[src/rtl/bayer_pkg.sv]
// rtl/bayer_pkg.sv - shared types for the Bayer 2x2 window controller
package bayer_pkg;

    typedef enum logic [1:0] {
        ST_IDLE  = 2'd0,
        ST_FILL  = 2'd1,
        ST_RUN   = 2'd2,
        ST_DRAIN = 2'd3
    } state_e;

    typedef logic [7:0] pixel_t;

    typedef struct packed {
        pixel_t tl;
        pixel_t tr;
        pixel_t bl;
        pixel_t br;
        logic   row;
        logic   col;
    } window_t;

endpackage

[src/rtl/line_buffer.sv]
// rtl/line_buffer.sv - single-line pixel store, async read and sync write at one shared address
module line_buffer
    import bayer_pkg::*;
#(
    parameter int DEPTH = 16,
    parameter int AW    = $clog2(DEPTH)
) (
    input  logic          clk,
    input  logic          we,
    input  logic [AW-1:0] addr,
    input  pixel_t        wdata,
    output pixel_t        rdata
);

    pixel_t mem [DEPTH];

    // Read returns the old entry during a write cycle, giving read-before-write per pixel.
    always_ff @(posedge clk) begin
        if (we) begin
            mem[addr] <= wdata;
        end
    end

    assign rdata = mem[addr];

endmodule

[src/rtl/bayer_window_ctrl.sv]
// rtl/bayer_window_ctrl.sv - raster pixel stream to 2x2 Bayer windows with valid/ready output
// Optional protocol error detection enabled by defining BAYER_WINDOW_ERR_EN.
module bayer_window_ctrl
    import bayer_pkg::*;
#(
    parameter int IMG_W = 16,
    parameter int IMG_H = 16
) (
    input  logic       clk,
    input  logic       n_rst,
    input  logic       start,
    output logic       busy,
    input  logic [7:0] in_pixel,
    input  logic       in_valid,
    output logic       in_ready,
    output logic [7:0] wb_1,
    output logic [7:0] wb_2,
    output logic [7:0] wb_3,
    output logic [7:0] wb_4,
    output logic       row,
    output logic       col,
    output logic       out_valid,
    input  logic       out_ready,
    output logic       frame_done,
    output logic       err
);

    localparam int CW = $clog2(IMG_W);
    localparam int RW = $clog2(IMG_H);

    state_e        state_q, state_d;
    logic [CW-1:0] col_q, col_d;
    logic [RW-1:0] row_q, row_d;
    pixel_t        prev_q, prev_d;
    pixel_t        top_prev_q, top_prev_d;
    window_t       win_q, win_d;
    logic          out_valid_q, out_valid_d;
    logic          frame_done_q, frame_done_d;
    pixel_t        lb_rdata;
    logic          accept;
    logic          last_col;
    logic          last_row;

    assign in_ready = ((state_q == ST_FILL) || (state_q == ST_RUN)) &&
                      (!out_valid_q || out_ready);
    assign accept   = in_valid && in_ready;
    assign last_col = (col_q == CW'(IMG_W - 1));
    assign last_row = (row_q == RW'(IMG_H - 1));

    line_buffer #(
        .DEPTH (IMG_W),
        .AW    (CW)
    ) u_line_buffer (
        .clk   (clk),
        .we    (accept),
        .addr  (col_q),
        .wdata (in_pixel),
        .rdata (lb_rdata)
    );

    always_comb begin
        state_d      = state_q;
        col_d        = col_q;
        row_d        = row_q;
        prev_d       = prev_q;
        top_prev_d   = top_prev_q;
        win_d        = win_q;
        out_valid_d  = out_valid_q;
        frame_done_d = 1'b0;

        if (out_valid_q && out_ready) begin
            out_valid_d = 1'b0;
        end

        unique case (state_q)
            ST_IDLE: begin
                if (start) begin
                    col_d   = '0;
                    row_d   = '0;
                    state_d = ST_FILL;
                end
            end
            ST_FILL, ST_RUN: begin
                if (accept) begin
                    prev_d     = in_pixel;
                    top_prev_d = lb_rdata;
                    // Window parity is that of (r-1, c-1), i.e. the inverted LSBs.
                    if (state_q == ST_RUN && col_q != '0) begin
                        win_d = '{tl: top_prev_q, tr: lb_rdata, bl: prev_q, br: in_pixel,
                                  row: ~row_q[0], col: ~col_q[0]};
                        out_valid_d = 1'b1;
                    end
                    if (last_col) begin
                        col_d = '0;
                        if (state_q == ST_RUN && last_row) begin
                            state_d = ST_DRAIN;
                        end else begin
                            row_d   = row_q + 1'b1;
                            state_d = ST_RUN;
                        end
                    end else begin
                        col_d = col_q + 1'b1;
                    end
                end
            end
            ST_DRAIN: begin
                if (out_valid_q && out_ready) begin
                    frame_done_d = 1'b1;
                    state_d      = ST_IDLE;
                end
            end
            default: state_d = ST_IDLE;
        endcase
    end

    always_ff @(posedge clk or negedge n_rst) begin
        if (!n_rst) begin
            state_q      <= ST_IDLE;
            col_q        <= '0;
            row_q        <= '0;
            prev_q       <= '0;
            top_prev_q   <= '0;
            win_q        <= '0;
            out_valid_q  <= 1'b0;
            frame_done_q <= 1'b0;
        end else begin
            state_q      <= state_d;
            col_q        <= col_d;
            row_q        <= row_d;
            prev_q       <= prev_d;
            top_prev_q   <= top_prev_d;
            win_q        <= win_d;
            out_valid_q  <= out_valid_d;
            frame_done_q <= frame_done_d;
        end
    end

`ifdef BAYER_WINDOW_ERR_EN
    logic err_q, err_d;

    always_comb begin
        err_d = err_q;
        if ((start && busy) ||
            (in_valid && (state_q == ST_IDLE || state_q == ST_DRAIN))) begin
            err_d = 1'b1;
        end
    end

    always_ff @(posedge clk or negedge n_rst) begin
        if (!n_rst) begin
            err_q <= 1'b0;
        end else begin
            err_q <= err_d;
        end
    end

    assign err = err_q;
`else
    assign err = 1'b0;
`endif

    assign busy       = (state_q != ST_IDLE);
    assign wb_1       = win_q.tl;
    assign wb_2       = win_q.tr;
    assign wb_3       = win_q.bl;
    assign wb_4       = win_q.br;
    assign row        = win_q.row;
    assign col        = win_q.col;
    assign out_valid  = out_valid_q;
    assign frame_done = frame_done_q;

endmodule

[config.mk]
export PLATFORM = sky130hd
export DESIGN_NAME = bayer_window_ctrl
export DESIGN_NICKNAME = d
export VERILOG_FILES = /design/src/rtl/bayer_pkg.sv /design/src/rtl/line_buffer.sv /design/src/rtl/bayer_window_ctrl.sv
export SDC_FILE = /design/constraint.sdc
export NUM_CORES = 1
export LEC_CHECK = 0
export CAP_MARGIN = 40
export CORE_ASPECT_RATIO = 0.9
export CORE_MARGIN = 2
export CORE_UTILIZATION = 58
export CTS_BUF_LIST = sky130_fd_sc_hd__clkbuf_16
export DETAILED_ROUTE_END_ITERATION = 7
export HOLD_SLACK_MARGIN = 0.03
export PLACE_DENSITY = 0.79
export SLEW_MARGIN = 10
export SYNTH_ARGS = -nofsm -noshare
export SYNTH_HDL_FRONTEND = slang
export SYNTH_SLANG_ARGS = --single-unit
[constraint.sdc]
create_clock -name clk -period 3.3 [get_ports clk]
set_input_delay 0.99 -clock clk [delete_from_list [all_inputs] [get_ports clk]]
set_output_delay 0.99 -clock clk [all_outputs]
set_load 0.02 [all_outputs]
==> results.md, run 1 <==
- CP Cell Sequence: clkdlybuf4s50_1, nor2b_1, nor2_1, clkdlybuf4s50_1
- Yosys warns: 0
- Total of max-cap violations: 0
- Number of global-route vias before repair: 4575
- Core area: 12780 um^2
- Setup violations, final: 0
- First DRT Iteration DRCs: 625
- First-pass GRT wire length: 25650 um
- Worst skew pair latency: 0.43 ns
- Clk_skew: 0.01111 ns
- Asr flop ratio synth: 32.63%
- Final setup margin: 0.05941 ns
- Routed WL: 15720 um
- Max Fclk: 0.3086 GHz
- Port buffer count: 50
- Setup TNS: 0 ns
- Post-Syn Instances: 489
- Number of setup buffers added after CTS: 0
- N_diodes: 0
- Routed via count: 4395
- WP depth: 4
- Worst-margin pin slew: 0.8033 ns
- Pins Over Slew Limit: 0
- P&R area growth vs syn: 17.78%
- Vias per cell: 5.939
- Die ar.: 14110 um^2
- Avg WL per Cell: 21.24 um
- Mux share of post-synthesis cell area: 13.49%
- Commonest cells after routing, fill and taps aside: edfxtp_1, nand2_1, dfrtp_1, clkdlybuf4s50_1, mux4_2
- Share of layout cells above drive strength 1: 20.49%
- Critical path arrival: 2.25 ns
- Post-synthesis sequential area ratio: 70.61%
- # IOs: 52
- WHS: 0.4659 ns
- Hold buffers post-CTS: 0
- Post-Syn Nets: 510
- Hold path depth: 2
- Initial core utilization: 59.77%
- Simple-gate share of the synthesized area: 9.284%
- Largest family of logic cells by synthesized area: multiplexers
- CP bufs+invs: 2
- Largest net degree at the start of global routing: 63
- Clock Sinks: 190
- Chip width: 125.0 um
- Gr ovfl total: 0
- Post-Synth XOR/XNOR Area: 0%
- Max Root-Sink Buffers: 2
- Worst EP required: 2.31 ns
- CTS tree: yes
- Worst hold path type: reg -> reg
- Dpl hpwl: 9898 um
- Final core occ: 70.40%
- CP Max Fanout: 4
- Rows: 39
- Rel. slew slack: 46.28%
- Synthesized flop and latch total: 190
- Residual DRC: 0
- RSZ-0062 raised after global routing: no
- Most common cell after layout, fill and taps aside: edfxtp_1
- VDD IR max: 0.6361 mV
- # nets final: 584
- Hold Vio Cnt, Final: 0
- H-tree depth: 4
- Mapped Area: 7641 um^2
- Initial antenna violation count: 0
- EDFF count, synth: 128
- Tcrit/Tclk final: 98.20%
- Power density over cell area: 918.7 nW/um^2
- Die H: 112.9 um
- R2r worst-path depth: 6
- Ys flop type: edfxtp_1
- # fillers: 812
- Clk slew on worst S/H paths: 0.06 ns
- Syn Area/Cell: 15.63 um^2
- Critical Setup Path Class: in -> out
- Critical path's most frequent cell: clkdlybuf4s50_1
- Adder-cell share of the synthesized area: 1.310%
- GPL Wtd Cong: 0.8336
- Slowest stage delay, CP: 0.60 ns
- CP startpoint kind: input pin
- Status: completed
- Root buffer cell: clkbuf_16
- TritonRoute pass-1 iters: 5
- Complex-gate fraction of the synthesized area: 2.669%
- CTS Buf Count: 17
- Nature of the critical path endpoint: primary output
- Post-cts resize count: 0
- Clock period minus worst slack: 3.241 ns
- CP max stage cell: clkdlybuf4s50_1
- Cell family with most CP delay: buffers and inverters
- Unique masters post-synth: 41
- Detail Route Antenna Nets: 0
- Leak: 3.427 nW
- Dpl ws: 0.06034 ns
- GRT Total Usage: 24.19%
[flip-flops by register name, summed over array words and instances (netlist names)]
| name | flops |
|---|---|
| col | 1 |
| col_q | 4 |
| frame_done | 1 |
| out_valid | 1 |
| prev_q | 8 |
| row | 1 |
| row_q | 4 |
| state_q | 2 |
| top_prev_q | 8 |
| u_line_buffer.mem | 128 |
| wb_1 | 8 |
| wb_2 | 8 |
| wb_3 | 8 |
| wb_4 | 8 |
[cells by family after synthesis]
group                    Yosys count
AO/OA/AOI/OAI                     31
adder cells (fa/ha/maj)            8
buffers and inverters             34
flip-flops                       190
multiplexers                      59
other                              1
AND/OR/NAND/NOR                  166
[through the flow]
step	power [mW]	cells	cell area (um^2)
after floorplan	5.283	489	7641
after global placement	6.241	708	8447
after detailed placement	6.356	708	8447
after CTS	8.297	740	9000
after global routing	8.695	740	9000
final	8.268	740	9000
[Yosys cell counts (4+ instances only)]
master	instances	area share, %
a31oi_1	9	0.74
and3_1	11	0.90
buf_2	12	0.79
clkbuf_1	7	0.34
dfrtp_1	62	20
edfxtp_1	128	50
ha_1	8	1.3
inv_1	7	0.34
mux2_2	26	3.8
mux4_2	30	8.8
nand2_1	114	5.6
nand2b_1	4	0.33
nand3_1	8	0.52
nor2_1	17	0.84
nor3_1	5	0.33
o21ai_0	7	0.46
[worst reg2reg max path, cell delays in order (launching register included)]
cell,delay (ns)
dfrtp_2,0.71
buf_12,0.31
mux4_2,0.55
nand2_1,0.08
and3_1,0.23
a31oi_1,0.11
mux2_2,0.31
[path summary, 6_finish.rpt]
check | startpoint | end | slack (ns)
max | out_ready | in_ready | 0.06
min | prev_q[7] | wb_3[7] | 0.47
max reg2reg | col_q[2] | top_prev_q[3] | 0.88
min reg2reg | prev_q[7] | wb_3[7] | 0.47
max in group asynchronous | n_rst | wb_2[6] | 2.45
min in group asynchronous | n_rst | frame_done | 0.55
[where the power goes]
part           switching, mW  internal [mW]  total, mW  leakage [nW]
registers              0.291           3.01       3.30          1.92
logic                   1.61           1.41       3.02          1.23
clock network          0.848           1.10       1.95         0.283
[routing by layer]
layer	wire length, um	track usage, %
met4	287	7.704
met3	1201	6.667
met5	0	0
met1	6771	34.53
met2	7458	37.17
[final cells by class]
cell class                      count  area, um^2  area share (%)
Sequential cell                   190        5396           59.96
Multi-Input combinational cell    265        2053           22.81
Timing Repair Buffer               80       758.2           8.425
Clock buffer                       17       425.4           4.727
Tap cell                          164       205.2           2.280
Clock inverter                     15       127.6           1.418
Inverter                            9       33.78          0.3754
(Power assumes the default switching activity.)
==> run 2, diff against run 1 <==
SKIP_CTS_REPAIR_TIMING = 1   (was unset)
==> results of run 2 <==
Same layout as run 1: the final DEF is identical, and so are final timing and power.
==> run 3, diff against run 2 <==
GPL_TIMING_DRIVEN = 0   (was unset)
==> results.md, run 3 (synthesis results as in run 1) <==
- VDD IR max: 0.5050 mV (-21%)
- Routed WL: 16060 um (+2.2%)
- Clock period minus worst slack: 3.100 ns (-0.1406 ns)
- Worst hold path type: reg -> reg
- Detail Route Antenna Nets: 0 (unchanged)
- RSZ-0062 raised after global routing: no
- WHS: 0.4710 ns (+0.005123 ns)
- Most common cell after layout, fill and taps aside: edfxtp_1
- Logic pwr share: 37.5% (+1.0 points)
- Critical Setup Path Class: in -> reg
- TritonRoute pass-1 iters: 5 (unchanged)
- # fillers: 806 (-0.74%)
- Routed via count: 4391 (-0.091%)
- Critical path arrival: 3.16 ns (+0.91 ns)
- Total of max-cap violations: 0 (unchanged)
- Die H: 112.9 um (unchanged)
- Initial core utilization: 59.77% (unchanged)
- Clock Sinks: 190 (unchanged)
- Clock power frac: 23.4% (about the same)
- CP Max Fanout: 10 (+6)
- Number of global-route vias before repair: 4515 (-1.3%)
- Dpl hpwl: 10550 um (+6.6%)
- Clk_skew: 0.009083 ns (-0.002028 ns)
- Rel. slew slack: 44.46% (-1.8 points)
- Max Root-Sink Buffers: 2 (unchanged)
- Tcrit/Tclk final: 93.94% (-4.3 points)
- Worst Hold End: wb_1[6]
- Largest net degree at the start of global routing: 63 (unchanged)
- R2r worst-path depth: 7 (+1)
- Clk slew on worst S/H paths: 0.06 ns (about the same)
- H-tree depth: 4 (unchanged)
- Commonest cells after routing, fill and taps aside: edfxtp_1, nand2_1, dfrtp_1, clkdlybuf4s50_1, mux4_2
- Dpl ws: -0.6025 ns (-0.6628 ns)
- Chip width: 125.0 um (unchanged)
- Nature of the critical path endpoint: flip-flop
- Worst-margin pin slew: 0.8301 ns (+0.02676 ns)
- Rows: 39 (unchanged)
- Core area: 12780 um^2 (unchanged)
- Max reg flops: 128 (unchanged)
- Most flops, register: u_line_buffer.mem
- Internal power: 5.475 mW (-0.87%)
- Reg-to-Reg Start: state_q[1]
- Vias per cell: 5.942 (about the same)
- Setup violations, final: 0 (unchanged)
- Net switching power: 2.827 mW (+3.0%)
- CTS tree: yes
- GRT Total Usage: 24.61% (+0.42 points)
- Leak: 3.405 nW (-0.64%)
- GPL Wtd Cong: 0.8365 (+0.35%)
- Reg power frac: 39.1% (-0.9 points)
- Final core occ: 70.00% (-0.39 points)
- Worst skew pair latency: 0.44 ns (about the same)
- Die ar.: 14110 um^2 (unchanged)
- Port buffer count: 50 (unchanged)
- Residual DRC: 0 (unchanged)
- Worst R2R Setup Slack: 0.42 ns (-0.46 ns)
- Pins Over Slew Limit: 0 (unchanged)
- # nets final: 583 (-0.17%)
- N_diodes: 0 (unchanged)
- First DRT Iteration DRCs: 458 (-27%)
- Avg WL per Cell: 21.73 um (+2.3%)
- R2r endpoint: u_line_buffer.mem[8][7]
- Worst EP required: 3.36 ns (+1.05 ns)
- Gr ovfl total: 0 (unchanged)
- Hold path depth: 2 (unchanged)
- CP startpoint kind: input pin
- # IOs: 52 (unchanged)
- Switching share of power: 34.05% (+0.85 points)
- Root buffer cell: clkbuf_16
- First-pass GRT wire length: 25650 um (about the same)
- P&R area growth vs syn: 17.13%
- Power density over cell area: 927.6 nW/um^2 (+0.97%)
- Min-delay src: top_prev_q[6]
- Share of layout cells above drive strength 1: 20.00% (-0.49 points)
- Final setup margin: 0.2000 ns (+0.1406 ns)
- CTS Buf Count: 17 (unchanged)
- Status: completed
- Hold Vio Cnt, Final: 0 (unchanged)
- Initial antenna violation count: 0 (unchanged)
- Max Fclk: 0.3226 GHz (+4.5%)
run 3: worst max path at each step:
stage	end	cells past startpoint	slack [ns]	start
6_report	u_line_buffer.mem[8][7]	6	0.20	in_valid
3_5_place_dp	u_line_buffer.mem[3][0]	7	-0.60	in_valid
4_1_cts	u_line_buffer.mem[3][0]	7	-0.14	in_valid
2_1_floorplan	u_line_buffer.mem[0][0]	5	0.51	in_valid
5_1_grt	u_line_buffer.mem[15][4]	6	0.09	in_valid
3_3_place_gp	u_line_buffer.mem[0][1]	6	-0.76	in_valid
run 3: layout make-up:
class	count	area, um^2	share of cell area [%]
sequential	190	5395	60.28
buffer	25	165.2	1.845
inverter	9	33.78	0.3775
tap	164	205.2	2.293
multi-input combinational	265	2063	23.05
clock inverter	13	88.84	0.9926
clock buffer	19	475.5	5.312
timing repair buffer	54	523.0	5.844
run 3: critical path: stages:
cell	delay [ns]
clkdlybuf4s50_1	0.53
inv_1	0.09
nor3_1	0.32
clkbuf_2	0.34
nand2_1	0.20
nor2_1	0.69
run 3: per-stage QoR:
step | cell area (um^2) | total power, mW | instances | setup TNS (ns)
after floorplan | 7641 | 5.283 | 489 | 0
after global placement | 8347 | 6.265 | 703 | -99.30
after detailed placement | 8367 | 6.383 | 707 | -54.70
after CTS | 8931 | 8.327 | 739 | -1.595
after global routing | 8950 | 8.725 | 739 | 0
final | 8950 | 8.302 | 739 | 0
run 3: power groups by stage:
stage | Sequential, mW | Combinational (mW) | Clock, mW
2_1_floorplan | 3.47 | 1.81 | 0
3_3_place_gp | 3.27 | 3.00 | 0
3_5_place_dp | 3.30 | 3.09 | 0
4_1_cts | 3.25 | 3.11 | 1.97
5_1_grt | 3.30 | 3.37 | 2.05
6_report | 3.25 | 3.11 | 1.94
run 3: per-layer routing:
layer  wire length, um  part of all wire [%]  vias up  GRT usage, %
li1                  -                     -     1942             -
met1              6981                    43     2248         35.14
met2              7684                    48      173         37.61
met3               981                   6.1       28         5.532
met4               409                   2.5        0         10.22
met5                 0                     0        -             0
